===== src/rtl/cache_tag_lookup_pkg.sv =====
// Shared constants, FSM encoding and helpers for the 4-way cache tag lookup block.
package cache_tag_lookup_pkg;

  localparam int ADDR_W   = 32;
  localparam int TAG_W    = 24;
  localparam int INDEX_W  = 3;
  localparam int OFFSET_W = 5;
  localparam int WAYS     = 4;
  localparam int SETS     = 1 << INDEX_W;
  localparam int WAY_W    = 2;

  // PLRU bit positions inside the 3-bit per-set state {b2,b1,b0}
  localparam int PLRU_B0 = 0;
  localparam int PLRU_B1 = 1;
  localparam int PLRU_B2 = 2;

  typedef enum logic [1:0] {
    ST_IDLE      = 2'd0,
    ST_LOOKUP    = 2'd1,
    ST_RESP      = 2'd2,
    ST_WAIT_FILL = 2'd3
  } state_t;

  function automatic logic [WAYS-1:0] way_onehot(input logic [WAY_W-1:0] w);
    logic [WAYS-1:0] oh;
    oh = '0;
    oh[w] = 1'b1;
    return oh;
  endfunction

endpackage


===== src/rtl/cache_tag_lookup_if.sv =====
// Request/response/fill bundle between the cache FSM (master) and the tag lookup block (slave).
// Handshake: a transfer happens on a rising edge where valid and ready are both high;
// valid-side payload must stay stable until that edge. fill_done is a 1-cycle pulse.
interface cache_tag_lookup_if;
  import cache_tag_lookup_pkg::*;

  logic              req_valid;
  logic              req_ready;
  logic [ADDR_W-1:0] req_addr;
  logic              req_wen;
  logic              resp_valid;
  logic              resp_ready;
  logic              resp_hit;
  logic [WAY_W-1:0]  resp_way;
  logic [TAG_W-1:0]  resp_vtag;
  logic              resp_vvalid;
  logic              resp_vdirty;
  logic              fill_done;

  modport master (
    output req_valid, req_addr, req_wen, resp_ready, fill_done,
    input  req_ready, resp_valid, resp_hit, resp_way, resp_vtag, resp_vvalid, resp_vdirty
  );

  modport slave (
    input  req_valid, req_addr, req_wen, resp_ready, fill_done,
    output req_ready, resp_valid, resp_hit, resp_way, resp_vtag, resp_vvalid, resp_vdirty
  );

endinterface


===== src/rtl/cache_plru.sv =====
// Per-set 3-bit tree pseudo-LRU state for a 4-way cache: victim lookup and access update.
module cache_plru
  import cache_tag_lookup_pkg::*;
(
  input  logic               clk,
  input  logic               resetn,
  input  logic [INDEX_W-1:0] idx,
  input  logic               upd_en,
  input  logic [WAY_W-1:0]   upd_way,
  output logic [WAY_W-1:0]   victim
);

  logic [SETS-1:0][2:0] bits_q;
  logic [2:0]           cur;

  assign cur    = bits_q[idx];
  // b0 picks the pair, then b1 (pair 0/1) or b2 (pair 2/3) picks the way
  assign victim = cur[PLRU_B0] ? {1'b1, cur[PLRU_B2]} : {1'b0, cur[PLRU_B1]};

  always_ff @(posedge clk or negedge resetn) begin
    if (!resetn) begin
      bits_q <= '0;
    end else if (upd_en) begin
      if (!upd_way[1]) begin
        bits_q[idx][PLRU_B0] <= 1'b1;
        bits_q[idx][PLRU_B1] <= ~upd_way[0];
      end else begin
        bits_q[idx][PLRU_B0] <= 1'b0;
        bits_q[idx][PLRU_B2] <= ~upd_way[0];
      end
    end
  end

endmodule


===== src/rtl/cache_tag_lookup.sv =====
// 4-way hit/miss and replacement controller behind the per-way tag arrays.
// Optional macro CACHE_DIRTY_EN keeps per-line dirty bits; without it resp_vdirty is 0.
module cache_tag_lookup
  import cache_tag_lookup_pkg::*;
(
  input  logic                  clk,
  input  logic                  resetn,
  cache_tag_lookup_if.slave     bus,
  output logic [INDEX_W-1:0]    tag_raddr,
  input  logic [WAYS*TAG_W-1:0] tag_rdata,
  output logic [INDEX_W-1:0]    tag_waddr,
  output logic [WAYS-1:0]       tag_wen,
  output logic [TAG_W-1:0]      tag_wdata,
  output logic [1:0]            state_dbg
);

  state_t                     state_q;
  logic [TAG_W-1:0]           tag_q;
  logic [INDEX_W-1:0]         idx_q;
  logic                       wen_q;
  logic [WAYS-1:0][SETS-1:0]  valid_q;

  logic                       resp_valid_q;
  logic                       hit_q;
  logic [WAY_W-1:0]           way_q;
  logic [TAG_W-1:0]           vtag_q;
  logic                       vvalid_q;
  logic                       vdirty_q;

  logic [TAG_W-1:0]           rd_tag [WAYS];
  logic [WAYS-1:0]            line_valid;
  logic [WAYS-1:0]            line_dirty;
  logic [WAYS-1:0]            match;
  logic                       hit_any;
  logic [WAY_W-1:0]           hit_way;
  logic [WAY_W-1:0]           inv_way;
  logic [WAY_W-1:0]           plru_victim;
  logic [WAY_W-1:0]           sel_way;
  logic                       hit_upd;
  logic                       fill_upd;
  logic                       unused_offset;

  assign unused_offset = ^bus.req_addr[OFFSET_W-1:0];

  always_comb begin
    for (int w = 0; w < WAYS; w++) begin
      rd_tag[w]     = tag_rdata[w*TAG_W +: TAG_W];
      line_valid[w] = valid_q[w][idx_q];
      match[w]      = line_valid[w] && (rd_tag[w] == tag_q);
    end
  end

  // Descending scans leave the lowest matching / lowest invalid way selected
  always_comb begin
    hit_any = |match;
    hit_way = '0;
    inv_way = '0;
    for (int w = WAYS - 1; w >= 0; w--) begin
      if (match[w])       hit_way = WAY_W'(w);
      if (!line_valid[w]) inv_way = WAY_W'(w);
    end
    sel_way = hit_any ? hit_way : ((&line_valid) ? plru_victim : inv_way);
  end

  assign hit_upd  = (state_q == ST_RESP) && bus.resp_ready && hit_q;
  assign fill_upd = (state_q == ST_WAIT_FILL) && bus.fill_done;

  cache_plru u_plru (
    .clk     (clk),
    .resetn  (resetn),
    .idx     (idx_q),
    .upd_en  (hit_upd || fill_upd),
    .upd_way (way_q),
    .victim  (plru_victim)
  );

`ifdef CACHE_DIRTY_EN
  logic [WAYS-1:0][SETS-1:0] dirty_q;

  always_comb begin
    for (int w = 0; w < WAYS; w++) line_dirty[w] = dirty_q[w][idx_q];
  end

  // Store hits set the bit; a fill overwrites it with the store/load flavour of the request
  always_ff @(posedge clk or negedge resetn) begin
    if (!resetn) begin
      dirty_q <= '0;
    end else if (hit_upd && wen_q) begin
      dirty_q[way_q][idx_q] <= 1'b1;
    end else if (fill_upd) begin
      dirty_q[way_q][idx_q] <= wen_q;
    end
  end
`else
  assign line_dirty = '0;
`endif

  always_ff @(posedge clk or negedge resetn) begin
    if (!resetn) begin
      state_q      <= ST_IDLE;
      tag_q        <= '0;
      idx_q        <= '0;
      wen_q        <= 1'b0;
      valid_q      <= '0;
      resp_valid_q <= 1'b0;
      hit_q        <= 1'b0;
      way_q        <= '0;
      vtag_q       <= '0;
      vvalid_q     <= 1'b0;
      vdirty_q     <= 1'b0;
    end else begin
      case (state_q)
        ST_IDLE: begin
          if (bus.req_valid) begin
            tag_q   <= bus.req_addr[ADDR_W-1 -: TAG_W];
            idx_q   <= bus.req_addr[OFFSET_W +: INDEX_W];
            wen_q   <= bus.req_wen;
            state_q <= ST_LOOKUP;
          end
        end
        ST_LOOKUP: begin
          resp_valid_q <= 1'b1;
          hit_q        <= hit_any;
          way_q        <= sel_way;
          vtag_q       <= rd_tag[sel_way];
          vvalid_q     <= line_valid[sel_way];
          vdirty_q     <= line_dirty[sel_way];
          state_q      <= ST_RESP;
        end
        ST_RESP: begin
          if (bus.resp_ready) begin
            resp_valid_q <= 1'b0;
            state_q      <= hit_q ? ST_IDLE : ST_WAIT_FILL;
          end
        end
        ST_WAIT_FILL: begin
          if (bus.fill_done) begin
            valid_q[way_q][idx_q] <= 1'b1;
            state_q               <= ST_IDLE;
          end
        end
        default: state_q <= ST_IDLE;
      endcase
    end
  end

  assign bus.req_ready   = (state_q == ST_IDLE);
  assign bus.resp_valid  = resp_valid_q;
  assign bus.resp_hit    = hit_q;
  assign bus.resp_way    = way_q;
  assign bus.resp_vtag   = vtag_q;
  assign bus.resp_vvalid = vvalid_q;
  assign bus.resp_vdirty = vdirty_q;

  assign tag_raddr = idx_q;
  assign tag_waddr = idx_q;
  assign tag_wdata = tag_q;
  assign tag_wen   = fill_upd ? way_onehot(way_q) : '0;
  assign state_dbg = state_q;

endmodule


===== src/flat_wrapper.sv =====
// flat-port wrapper written by rule: the top's interface ports become plain ports
module cache_tag_lookup_flat import cache_tag_lookup_pkg::*;
  (clk, resetn, tag_raddr, tag_rdata, tag_waddr, tag_wen, tag_wdata, state_dbg, bus_req_valid, bus_req_addr, bus_req_wen, bus_resp_ready, bus_fill_done, bus_req_ready, bus_resp_valid, bus_resp_hit, bus_resp_way, bus_resp_vtag, bus_resp_vvalid, bus_resp_vdirty);
  cache_tag_lookup_if bus_i ();
  input  logic clk;
  input  logic resetn;
  output logic [INDEX_W-1:0] tag_raddr;
  input  logic [WAYS*TAG_W-1:0] tag_rdata;
  output logic [INDEX_W-1:0] tag_waddr;
  output logic [WAYS-1:0] tag_wen;
  output logic [TAG_W-1:0] tag_wdata;
  output logic [1:0] state_dbg;
  input wire logic [$bits(bus_i.req_valid)-1:0] bus_req_valid;
  input wire logic [$bits(bus_i.req_addr)-1:0] bus_req_addr;
  input wire logic [$bits(bus_i.req_wen)-1:0] bus_req_wen;
  input wire logic [$bits(bus_i.resp_ready)-1:0] bus_resp_ready;
  input wire logic [$bits(bus_i.fill_done)-1:0] bus_fill_done;
  output wire logic [$bits(bus_i.req_ready)-1:0] bus_req_ready;
  output wire logic [$bits(bus_i.resp_valid)-1:0] bus_resp_valid;
  output wire logic [$bits(bus_i.resp_hit)-1:0] bus_resp_hit;
  output wire logic [$bits(bus_i.resp_way)-1:0] bus_resp_way;
  output wire logic [$bits(bus_i.resp_vtag)-1:0] bus_resp_vtag;
  output wire logic [$bits(bus_i.resp_vvalid)-1:0] bus_resp_vvalid;
  output wire logic [$bits(bus_i.resp_vdirty)-1:0] bus_resp_vdirty;
  assign bus_i.req_valid = bus_req_valid;
  assign bus_i.req_addr = bus_req_addr;
  assign bus_i.req_wen = bus_req_wen;
  assign bus_i.resp_ready = bus_resp_ready;
  assign bus_i.fill_done = bus_fill_done;
  assign bus_req_ready = bus_i.req_ready;
  assign bus_resp_valid = bus_i.resp_valid;
  assign bus_resp_hit = bus_i.resp_hit;
  assign bus_resp_way = bus_i.resp_way;
  assign bus_resp_vtag = bus_i.resp_vtag;
  assign bus_resp_vvalid = bus_i.resp_vvalid;
  assign bus_resp_vdirty = bus_i.resp_vdirty;
  cache_tag_lookup u_core (.clk(clk), .resetn(resetn), .bus(bus_i), .tag_raddr(tag_raddr), .tag_rdata(tag_rdata), .tag_waddr(tag_waddr), .tag_wen(tag_wen), .tag_wdata(tag_wdata), .state_dbg(state_dbg));
endmodule

===== config.mk =====
export PLATFORM = sky130hd
export DESIGN_NAME = cache_tag_lookup_flat
export DESIGN_NICKNAME = d
export VERILOG_FILES = /design/src/rtl/cache_tag_lookup_pkg.sv /design/src/rtl/cache_tag_lookup_if.sv /design/src/rtl/cache_plru.sv /design/src/rtl/cache_tag_lookup.sv /design/src/flat_wrapper.sv
export SDC_FILE = /design/constraint.sdc
export NUM_CORES = 1
export LEC_CHECK = 0
export ABC_CLOCK_PERIOD_IN_PS = 2800
export BUFFER_PORTS_ARGS = -buffer_cell sky130_fd_sc_hd__buf_4
export CAP_MARGIN = 5
export CORE_MARGIN = 8
export CORE_UTILIZATION = 48
export DETAILED_ROUTE_END_ITERATION = 12
export PLACE_DENSITY = 0.78
export SYNTH_ARGS = -nofsm -noshare
export SYNTH_HDL_FRONTEND = slang
export SYNTH_SLANG_ARGS = --single-unit

===== constraint.sdc =====
create_clock -name clk -period 2.8 [get_ports clk]
set_input_delay 0.14 -clock clk [delete_from_list [all_inputs] [get_ports clk]]
set_output_delay 0.14 -clock clk [all_outputs]
set_load 0.03 [all_outputs]

==> key figures <==
Placement
  • Dpl ws: -0.2479 ns
  • Detail Placement HPWL: 16.77 mm
  • Port bufs: 193
  • GP Congestion: 0.9494
  • Cells after DPL: 963

Yosys
  • Seq cells post-synth: 114
  • Post-synth EDFFs: 0
  • Sequential fraction of the synthesis area: 0.4199
  • Synthesized area per cell: 11.05 um^2
  • Main flop type after synthesis: dfrtp_1
  • Async S/R FF share, synth: 1.000
  • Netlist cell types: 46
  • Cell area after synthesis: 0.006794 mm^2
  • Yosys Warn Count: 0
  • Mapped Cells: 615
  • Synth Net Count: 749

Timing
  • Fmax: 352.0 MHz
  • Skew final: 0.009545 ns
  • Worst-margin pin slew: 0.7334 ns
  • Crit path time final: 2.841 ns
  • Final worst-path cycle share: 1.015
  • RSZ-0062 raised after global routing: true
  • Final Hold Vio Count: 0
  • Max Slew Vio Count: 0
  • Final setup fails: 14
  • Worst rel slew slack: 0.5111
  • Setup ws final: -0.04077 ns

Floorplan
  • Starting Density: 0.4895
  • Core area: 0.01388 mm^2
  • Row cnt: 43
  • I/O pin count: 201
  • Die H: 135.0 um
  • DIE AREA: 0.01822 mm^2
  • Chip width: 135.0 um

Power and ir drop
  • PwrDens: 1315 mW/mm^2
  • Peak supply drop: 1152 uV
  • Leak pwr: 4.555 nW
  • Final Power: 12.81 mW

Flow run
  • Max capacitance violation total: 0

Critical path
  • Worst Path Arrival: 3.18 ns
  • Kind of critical path: flip-flop to flip-flop
  • Reg2reg start: u_core.tag_raddr[0]$_DFFE_PN0P_
  • Max FO, Critical Path: 7
  • Crit. Startpoint: u_core.tag_raddr[0]$_DFFE_PN0P_
  • CP Capture Type: flip-flop
  • CP required: 3.14 ns
  • Worst setup SP type: flip-flop

Finish
  • Most common cell after layout, fill and taps aside: buf_4
  • Layout cells sized above 1: 0.4368
  • Area Overhead vs Synth: 43.33%
  • Number of diodes: 0
  • Post-route core utilization: 0.7016
  • Most frequent cells in the layout: 223 x buf_4, 113 x dfrtp_1, 64 x xnor2_1
  • Fin nets: 975
  • Non-filler instance count after layout: 1034

CTS
  • Clk pin slew, worst setup/hold paths: 0.06 ns
  • CTS Buf Count: 17
  • Sink Count: 114
  • Worst-skew pair later-pin latency: 0.43 ns
  • H-tree levels: 4
  • TritonCTS clock tree: yes
  • Max Root-Sink Buffers: 2
  • Clock root cell: clkbuf_16

Worst hold path
  • Min-Delay Path Class: input port to flip-flop
  • Hold path start: bus_resp_ready

GRT
  • First-pass GRT wire length: 35.91 mm
  • GRT overflow: 0
  • GR Util All Layers: 0.2564
  • Initial antenna violation count: 0
  • Vias in the first global route: 6353
  • Largest net degree at the start of global routing: 66

Drt
  • ANT nets after route: 0
  • First-pass DRT Iterations: 5
  • DRC Markers: 0
  • Iteration-0 DRC Markers: 475
  • Top routing layer used: met4
  • Total Wirelength: 23.88 mm
  • Per-cell routed wire length: 23.10 um
  • Routed vias: 6063
  • Met1 Routed Length: 9.237 mm
  • Wire length on met3: 2.129 mm
  • Vias per Instance: 5.864
  • DR WL met2: 11.90 mm

Status
  • Status: complete, but fails checks
  • Failing checks: negative setup slack
## kinds of logic (layout without fill, tap and decap cells)
logic type / count (synthesis) / count (layout) / share of synthesized area
compound gates: 103 / 103 / 0.1320
xor+xnor: 96 / 96 / 0.1238
buf+inv: 63 / 302 / 0.04401
flops: 114 / 114 / 0.4199
mux: 100 / 100 / 0.1812
other cells: 1 / 1 / 0.0005520
simple gates: 138 / 138 / 0.09853
## through the flow
| stage | TNS, ns | cell area, um^2 | hold slack [ns] |
|---|---|---|---|
| floorplan | 0 | 6797 | -0.1556 |
| global placement | -1.915 | 8537 | 0.2095 |
| detailed placement | -4.262 | 8537 | 0.2253 |
| CTS | -0.06241 | 9567 | 0.01546 |
| global route | -1.491 | 9738 | 0.06415 |
| finish | -0.2224 | 9738 | 0.02656 |
## worst max-delay path, cell delays in order (launching register included)
cell and delay [ns]:
dfrtp_4 0.51, buf_12 0.15, mux4_2 0.46, mux2i_4 0.18, mux2_4 0.33, a21oi_4 0.20
o221ai_4 0.15, buf_12 0.18, clkbuf_16 0.17, mux2i_2 0.15, a221oi_2 0.26
## per-layer routing
metal / track usage / vias to the layer above
li1: - / 2670
met1: 0.3084 / 3040
met2: 0.4189 / 304
met3: 0.08024 / 49
met4: 0.1030 / 0
met5: 0 / -
## registers in the layout, indices dropped and copies added (netlist names), named ones only
signal	count
u_core.bus.resp_hit	1
u_core.bus.resp_valid	1
u_core.bus.resp_vtag	24
u_core.bus.resp_vvalid	1
u_core.bus.resp_way	2
u_core.state_dbg	2
u_core.tag_raddr	3
u_core.tag_wdata	24
u_core.u_plru.bits_q	16
u_core.valid_q	32
## cell usage after synthesis (all sizes together) (5+ instances only)
library cell	number	area, um^2
a21o	21	157.7
a21oi	15	75.07
a221oi	24	329.1
a31o	6	52.55
a31oi	5	31.28
and2	6	37.54
buf	22	145.1
clkbuf	38	142.6
dfrtp	114	2853
mux2	31	349.1
mux2i	55	563.0
mux4	14	319.1
nand2	25	93.84
nand2b	5	31.28
nand3	7	40.04
nand4	18	112.6
nor2	48	180.2
nor2b	7	43.79
nor3	7	35.03
nor4	11	68.82
o21ai	13	65.06
o21bai	8	60.06
xnor2	64	560.5
xor2	32	280.3
## final timing paths
check / end / slack, ns / depth (start not counted)
setup / recovery: u_core.bus.resp_vtag[13]$_DFFE_PN0P_ / -0.04 / 10
hold / removal: u_core.state_dbg[1]$_DFFE_PN0P_ / 0.03 / 4
setup reg to reg: u_core.bus.resp_vtag[13]$_DFFE_PN0P_ / -0.04 / 10
hold reg to reg: u_core.valid_q[14]$_DFFE_PN0P_ / 0.45 / 1
max in group asynchronous: u_core.tag_raddr[0]$_DFFE_PN0P_ / 1.72 / 3
min in group asynchronous: u_core.valid_q[13]$_DFFE_PN0P_ / 0.29 / 2
## report_power, final
part | switching [mW] | internal [mW] | total [mW]
registers | 0.855 | 2.29 | 3.15
clock network | 0.842 | 1.16 | 2.00
logic | 3.87 | 3.79 | 7.66
## timing repair
| item | CTS | global route |
|---|---|---|
| buffers inserted | 4 | 2 |
| hold endpoints to repair | 77 | 0 |
| hold buffers | 29 | 0 |
| pin swaps | 6 | 18 |
| resized for setup | 18 | 24 |
| gates cloned | 2 | 2 |
| setup endpoints to repair | 26 | 25 |
## layout make-up
cell class | instances | area, um^2
clock buffer | 18 | 439.2
clock inverter | 14 | 106.4
fill | 971 | 4143
inverter | 3 | 11.26
multi-input combinational | 438 | 3809
sequential | 114 | 2856
tap | 180 | 225.2
timing repair buffer | 267 | 2291
(Power assumes the default switching activity.)
